[config.mk]
export PLATFORM = sky130hd
export DESIGN_NAME = out_port_unit_flat
export DESIGN_NICKNAME = d
export VERILOG_FILES = /design/src/rtl/out_port_unit_if.sv /design/src/rtl/out_port_unit.sv /design/src/flat_wrapper.sv
export SDC_FILE = /design/constraint.sdc
export NUM_CORES = 1
export LEC_CHECK = 0
export CAP_MARGIN = 20
export CORE_AREA = 3 3 100 102
export DETAILED_ROUTE_END_ITERATION = 7
export DIE_AREA = 0 0 103 105
export DONT_BUFFER_PORTS = 1
export GPL_ROUTABILITY_DRIVEN = 1
export HOLD_SLACK_MARGIN = 0.15
export PLACE_DENSITY = 0.74
export SLEW_MARGIN = 5
export SYNTH_ARGS = -nofsm -noshare
export SYNTH_HDL_FRONTEND = slang
export SYNTH_SLANG_ARGS = --single-unit
[constraint.sdc]
create_clock -name Clock -period 5.2 [get_ports Clock]
set_input_delay 0.78 -clock Clock [delete_from_list [all_inputs] [get_ports Clock]]
set_output_delay 0.78 -clock Clock [all_outputs]
set_load 0.02 [all_outputs]
[src/rtl/out_port_unit_if.sv]
// Bundles the bus-capture and device-handshake signals of the output port.
// With OUT_PORT_LAST_EN defined, it also carries Out_Port_last.
interface out_port_unit_if #(
    parameter int unsigned WIDTH = 32,
    parameter int unsigned CW    = 3
);
    logic             Out_Portin;
    logic [WIDTH-1:0] BusMuxOut;
    logic [WIDTH-1:0] Out_Port_data;
    logic             Out_Port_valid;
    logic             Out_Port_ready;
    logic             Out_Port_full;
    logic [CW-1:0]    Out_Port_count;
    logic             Out_Port_ovf;
`ifdef OUT_PORT_LAST_EN
    logic [WIDTH-1:0] Out_Port_last;

    modport slave (
        input  Out_Portin, BusMuxOut, Out_Port_ready,
        output Out_Port_data, Out_Port_valid, Out_Port_full,
               Out_Port_count, Out_Port_ovf, Out_Port_last
    );
    modport master (
        output Out_Portin, BusMuxOut, Out_Port_ready,
        input  Out_Port_data, Out_Port_valid, Out_Port_full,
               Out_Port_count, Out_Port_ovf, Out_Port_last
    );
`else
    modport slave (
        input  Out_Portin, BusMuxOut, Out_Port_ready,
        output Out_Port_data, Out_Port_valid, Out_Port_full,
               Out_Port_count, Out_Port_ovf
    );
    modport master (
        output Out_Portin, BusMuxOut, Out_Port_ready,
        input  Out_Port_data, Out_Port_valid, Out_Port_full,
               Out_Port_count, Out_Port_ovf
    );
`endif
endinterface

[src/rtl/out_port_unit.sv]
// Output-port FIFO: captures the datapath bus on Out_Portin and hands words to a device
// over valid/ready. Optional macro OUT_PORT_LAST_EN adds the Out_Port_last register.
module out_port_unit #(
    parameter int unsigned WIDTH = 32,
    parameter int unsigned DEPTH = 4,
    parameter int unsigned CW    = 3
) (
    input  logic          Clock,
    input  logic          Clear,
    out_port_unit_if.slave port
);
    localparam int unsigned PW = (DEPTH > 1) ? $clog2(DEPTH) : 1;

    logic [WIDTH-1:0] mem_q [DEPTH];
    logic [PW-1:0]    wr_ptr_q, wr_ptr_d;
    logic [PW-1:0]    rd_ptr_q, rd_ptr_d;
    logic [CW-1:0]    count_q, count_d;
    logic             ovf_q, ovf_d;

    logic             valid_c, full_c, pop_c, push_ok_c;
    logic [WIDTH-1:0] head_c;

    // Full-with-pop still accepts the push because a slot frees on the same edge.
    always_comb begin
        valid_c   = (count_q != '0);
        full_c    = (count_q == CW'(DEPTH));
        pop_c     = valid_c & port.Out_Port_ready;
        push_ok_c = port.Out_Portin & (~full_c | pop_c);
        head_c    = mem_q[rd_ptr_q];

        wr_ptr_d  = wr_ptr_q;
        rd_ptr_d  = rd_ptr_q;
        count_d   = count_q;
        ovf_d     = ovf_q;

        if (push_ok_c) wr_ptr_d = wr_ptr_q + PW'(1);
        if (pop_c)     rd_ptr_d = rd_ptr_q + PW'(1);

        case ({push_ok_c, pop_c})
            2'b10:   count_d = count_q + CW'(1);
            2'b01:   count_d = count_q - CW'(1);
            default: count_d = count_q;
        endcase

        if (port.Out_Portin & full_c & ~pop_c) ovf_d = 1'b1;
    end

    always_ff @(posedge Clock) begin
        if (Clear) begin
            wr_ptr_q <= '0;
            rd_ptr_q <= '0;
            count_q  <= '0;
            ovf_q    <= 1'b0;
        end else begin
            wr_ptr_q <= wr_ptr_d;
            rd_ptr_q <= rd_ptr_d;
            count_q  <= count_d;
            ovf_q    <= ovf_d;
        end
    end

    // Storage needs no reset: empty entries are masked off the output.
    always_ff @(posedge Clock) begin
        if (!Clear && push_ok_c) mem_q[wr_ptr_q] <= port.BusMuxOut;
    end

`ifdef OUT_PORT_LAST_EN
    logic [WIDTH-1:0] last_q, last_d;

    always_comb begin
        last_d = last_q;
        if (pop_c) last_d = head_c;
    end

    always_ff @(posedge Clock) begin
        if (Clear) last_q <= '0;
        else       last_q <= last_d;
    end

    assign port.Out_Port_last = last_q;
`endif

    assign port.Out_Port_data  = valid_c ? head_c : '0;
    assign port.Out_Port_valid = valid_c;
    assign port.Out_Port_full  = full_c;
    assign port.Out_Port_count = count_q;
    assign port.Out_Port_ovf   = ovf_q;

endmodule

[src/flat_wrapper.sv]
// flat-port wrapper written by rule: the top's interface ports become plain ports
module out_port_unit_flat 
#(
    parameter int unsigned WIDTH = 32,
    parameter int unsigned DEPTH = 4,
    parameter int unsigned CW    = 3
)
  (Clock, Clear, port_Out_Portin, port_BusMuxOut, port_Out_Port_ready, port_Out_Port_data, port_Out_Port_valid, port_Out_Port_full, port_Out_Port_count, port_Out_Port_ovf);
  out_port_unit_if #(.WIDTH(WIDTH), .CW(CW)) port_i ();
  input  logic Clock;
  input  logic Clear;
  input wire logic [$bits(port_i.Out_Portin)-1:0] port_Out_Portin;
  input wire logic [$bits(port_i.BusMuxOut)-1:0] port_BusMuxOut;
  input wire logic [$bits(port_i.Out_Port_ready)-1:0] port_Out_Port_ready;
  output wire logic [$bits(port_i.Out_Port_data)-1:0] port_Out_Port_data;
  output wire logic [$bits(port_i.Out_Port_valid)-1:0] port_Out_Port_valid;
  output wire logic [$bits(port_i.Out_Port_full)-1:0] port_Out_Port_full;
  output wire logic [$bits(port_i.Out_Port_count)-1:0] port_Out_Port_count;
  output wire logic [$bits(port_i.Out_Port_ovf)-1:0] port_Out_Port_ovf;
  assign port_i.Out_Portin = port_Out_Portin;
  assign port_i.BusMuxOut = port_BusMuxOut;
  assign port_i.Out_Port_ready = port_Out_Port_ready;
  assign port_Out_Port_data = port_i.Out_Port_data;
  assign port_Out_Port_valid = port_i.Out_Port_valid;
  assign port_Out_Port_full = port_i.Out_Port_full;
  assign port_Out_Port_count = port_i.Out_Port_count;
  assign port_Out_Port_ovf = port_i.Out_Port_ovf;
  out_port_unit #(.WIDTH(WIDTH), .DEPTH(DEPTH), .CW(CW)) u_core (.Clock(Clock), .Clear(Clear), .port(port_i));
endmodule
==> flow_metrics.tcl <==
set metrics [dict create \
    cts_resized 0 \
    slew_violations 0 \
    rsz0062_at_grt "no" \
    crit_type "reg2out" \
    cp-end-kind "primary output" \
    drc 0 \
    skew_ns 0.00621 \
    netlist_area_um2 5410 \
    via_per_inst 5.92 \
    cts_max_path_buffers 2 \
    wl_per_cell_um 21.9 \
    area_delta_synth_final_pct 13.4 \
    grt_max_degree 39 \
    grt_pass1_vias 2505 \
    outcome "completed" \
    synthDistinctLibCells 30 \
    place_hpwl_um 5260 \
    cts_hold_buf 0 \
    diodes 0 \
    synth_top_family_by_area "multiplexers" \
    multi_input_area_um2 1260 \
    drt-initial-drc-count 144 \
    peakVddDrop_uv 396 \
    synth.area.mux_share 0.137 \
    power_mw 3.28 \
    clock-sinks 138 \
    ys_seq_area_frac 0.747 \
    setup_viol 0 \
    synthesis.nets 303 \
    drive_above_1_share 0.293 \
    routed_wl_um 8760 \
    synthesis.instances 261 \
    crit_arrival_ns 2.41 \
    cts_buffers 17 \
    hold_viol_final 0 \
    coreArea_um2 9200 \
    synth_fa_ha_area_frac 0.0153 \
    min_path_type "in2reg" \
    fmax_ghz 0.313 \
    start_util 0.589 \
    syn_area_per_cell_um2 20.7 \
    yosys_warnings 0 \
    grt_usage 0.180 \
    num-nets-final 319 \
    seq_area_um2 4050 \
    fin_cells 401 \
    crit_required_ns 4.42 \
    vias 2374 \
    placed_area_um2 5540 \
    die_area_um2 10800 \
    clk_latency_ns 0.51 \
    h-tree-depth 4 \
    tightest_slew_ns 0.842 \
    layout_common_cells "edfxtp_1 (128), mux4_2 (32), nor2b_1 (29), clkbuf_16 (16), buf_4 (9)" \
    whs_ns 0.332 \
    slew_headroom 0.439 \
    worstPathMaxFanout 18 \
    n_fill_cell 587 \
    ant_nets 0 \
    fin_crit_ns 3.19 \
    die_height_um 105 \
    io_pins 74 \
    ys_seq_elements 138 \
    cap_violations 0 \
    dp.cells 369 \
    num_rows 35 \
    synth-xor-area-share 0.00324 \
    synth-compound-area-share 0.0106 \
    tns_ns 0 \
    die_w_um 103 \
    gp_congestion 0.682 \
    grt_pass1_wl_um 13900 \
    p_leak_nw 1.97 \
    critPathLaunchType "register" \
    clkTransAtPathRegs_ns 0.06 \
    yosys.area_share.simple 0.0612 \
    period_share 0.614 \
    port_buffers 0 \
    powerDensity_nw_per_um2 533 \
    mostFrequentLayoutCell "edfxtp_1" \
    design_area_um2 6140 \
    cts_setup_buffers 0 \
    antenna_found_initial 0 \
    drt_first_pass_iters 4 \
    cts.root.buffer_cell "clkbuf_8" \
    gr-total-overflow 0 \
    cts_tree "built" \
]
==> cell usage after synthesis (all sizes together) <==
| cell type | number | share of area |
|---|---|---|
| clkbuf | 3 | 0.0021 |
| buf | 9 | 0.018 |
| a31oi | 1 | 0.0012 |
| nor2 | 7 | 0.0049 |
| a21oi | 5 | 0.0046 |
| xor2 | 2 | 0.0032 |
| a21boi | 1 | 0.0021 |
| mux2 | 1 | 0.0021 |
| nand2b | 2 | 0.0023 |
| nor2b | 32 | 0.041 |
| nor3b | 5 | 0.0079 |
| fa | 1 | 0.0037 |
| ha | 5 | 0.012 |
| edfxtp | 128 | 0.71 |
| mux4 | 32 | 0.13 |
| nand2 | 1 | 0.00069 |
| or3 | 3 | 0.0035 |
| dfxtp | 10 | 0.037 |
| inv | 8 | 0.0055 |
| o21ai | 3 | 0.0028 |
| mux2i | 1 | 0.0018 |
| nor3 | 1 | 0.00092 |
==> registers in the layout, summed over array words and instances (netlist names), named ones only <==
name / cells
u_core.mem_q: 128
u_core.port.Out_Port_count: 3
u_core.rd_ptr_q: 2
u_core.wr_ptr_q: 2
u_core.port.Out_Port_ovf: 1
==> per-stage QoR <==
step	setup slack [ns]	utilization
2_1_floorplan	1.20	-
3_3_place_gp	2.45	0.602
3_5_place_dp	2.46	0.602
4_1_cts	1.91	0.668
5_1_grt	1.82	0.668
6_report	2.01	0.668
==> where the power goes <==
part | internal (mW) | switching [mW]
sequential | 1.28 | 0.0758
combinational | 0.246 | 0.477
clock | 0.740 | 0.459
==> worst max-delay path, cell delays in order, from the launching register on <==
cell	delay, ns
dfxtp_2	0.64
buf_4	0.44
mux4_2	0.59
nor2b_1	0.22
==> final timing paths <==
kind	start	endpoint	slack (ns)	depth (start not counted)
hold / removal	Clear	u_core.port.Out_Port_count[2]$_SDFFE_PP0P_	0.33	1
hold reg to reg	u_core.rd_ptr_q[1]$_SDFFE_PP0P_	register	0.48	2
setup reg to reg	u_core.port.Out_Port_count[2]$_SDFFE_PP0P_	u_core.port.Out_Port_count[2]$_SDFFE_PP0P_	2.53	9
setup / recovery	register	port_Out_Port_data[27]	2.01	3
==> area by class of cell <==
cell class	instances	area share
multi-input combinational	103	0.205
clock buffer	17	0.0674
timing repair buffer	9	0.0110
clock inverter	15	0.0306
tap	111	0.0226
sequential	138	0.659
inverter	8	0.00489
==> routing by layer <==
layer  share of wire  track usage
met2            0.51        0.272
met4           0.018       0.0749
met1            0.40        0.227
met5               0            0
met3           0.077       0.0774
==> cell families (layout without fill, tap and decap cells) <==
| logic type | Yosys count | after routing |
|---|---|---|
| and+or+nand+nor | 51 | 51 |
| buffers and inverters | 20 | 49 |
| muxes | 34 | 34 |
| adders and majority gates | 6 | 6 |
| DFF | 138 | 138 |
| xor gates and xnor gates | 2 | 2 |
| AOI/OAI and AO/OA | 10 | 10 |
(Power assumes the default switching activity.)
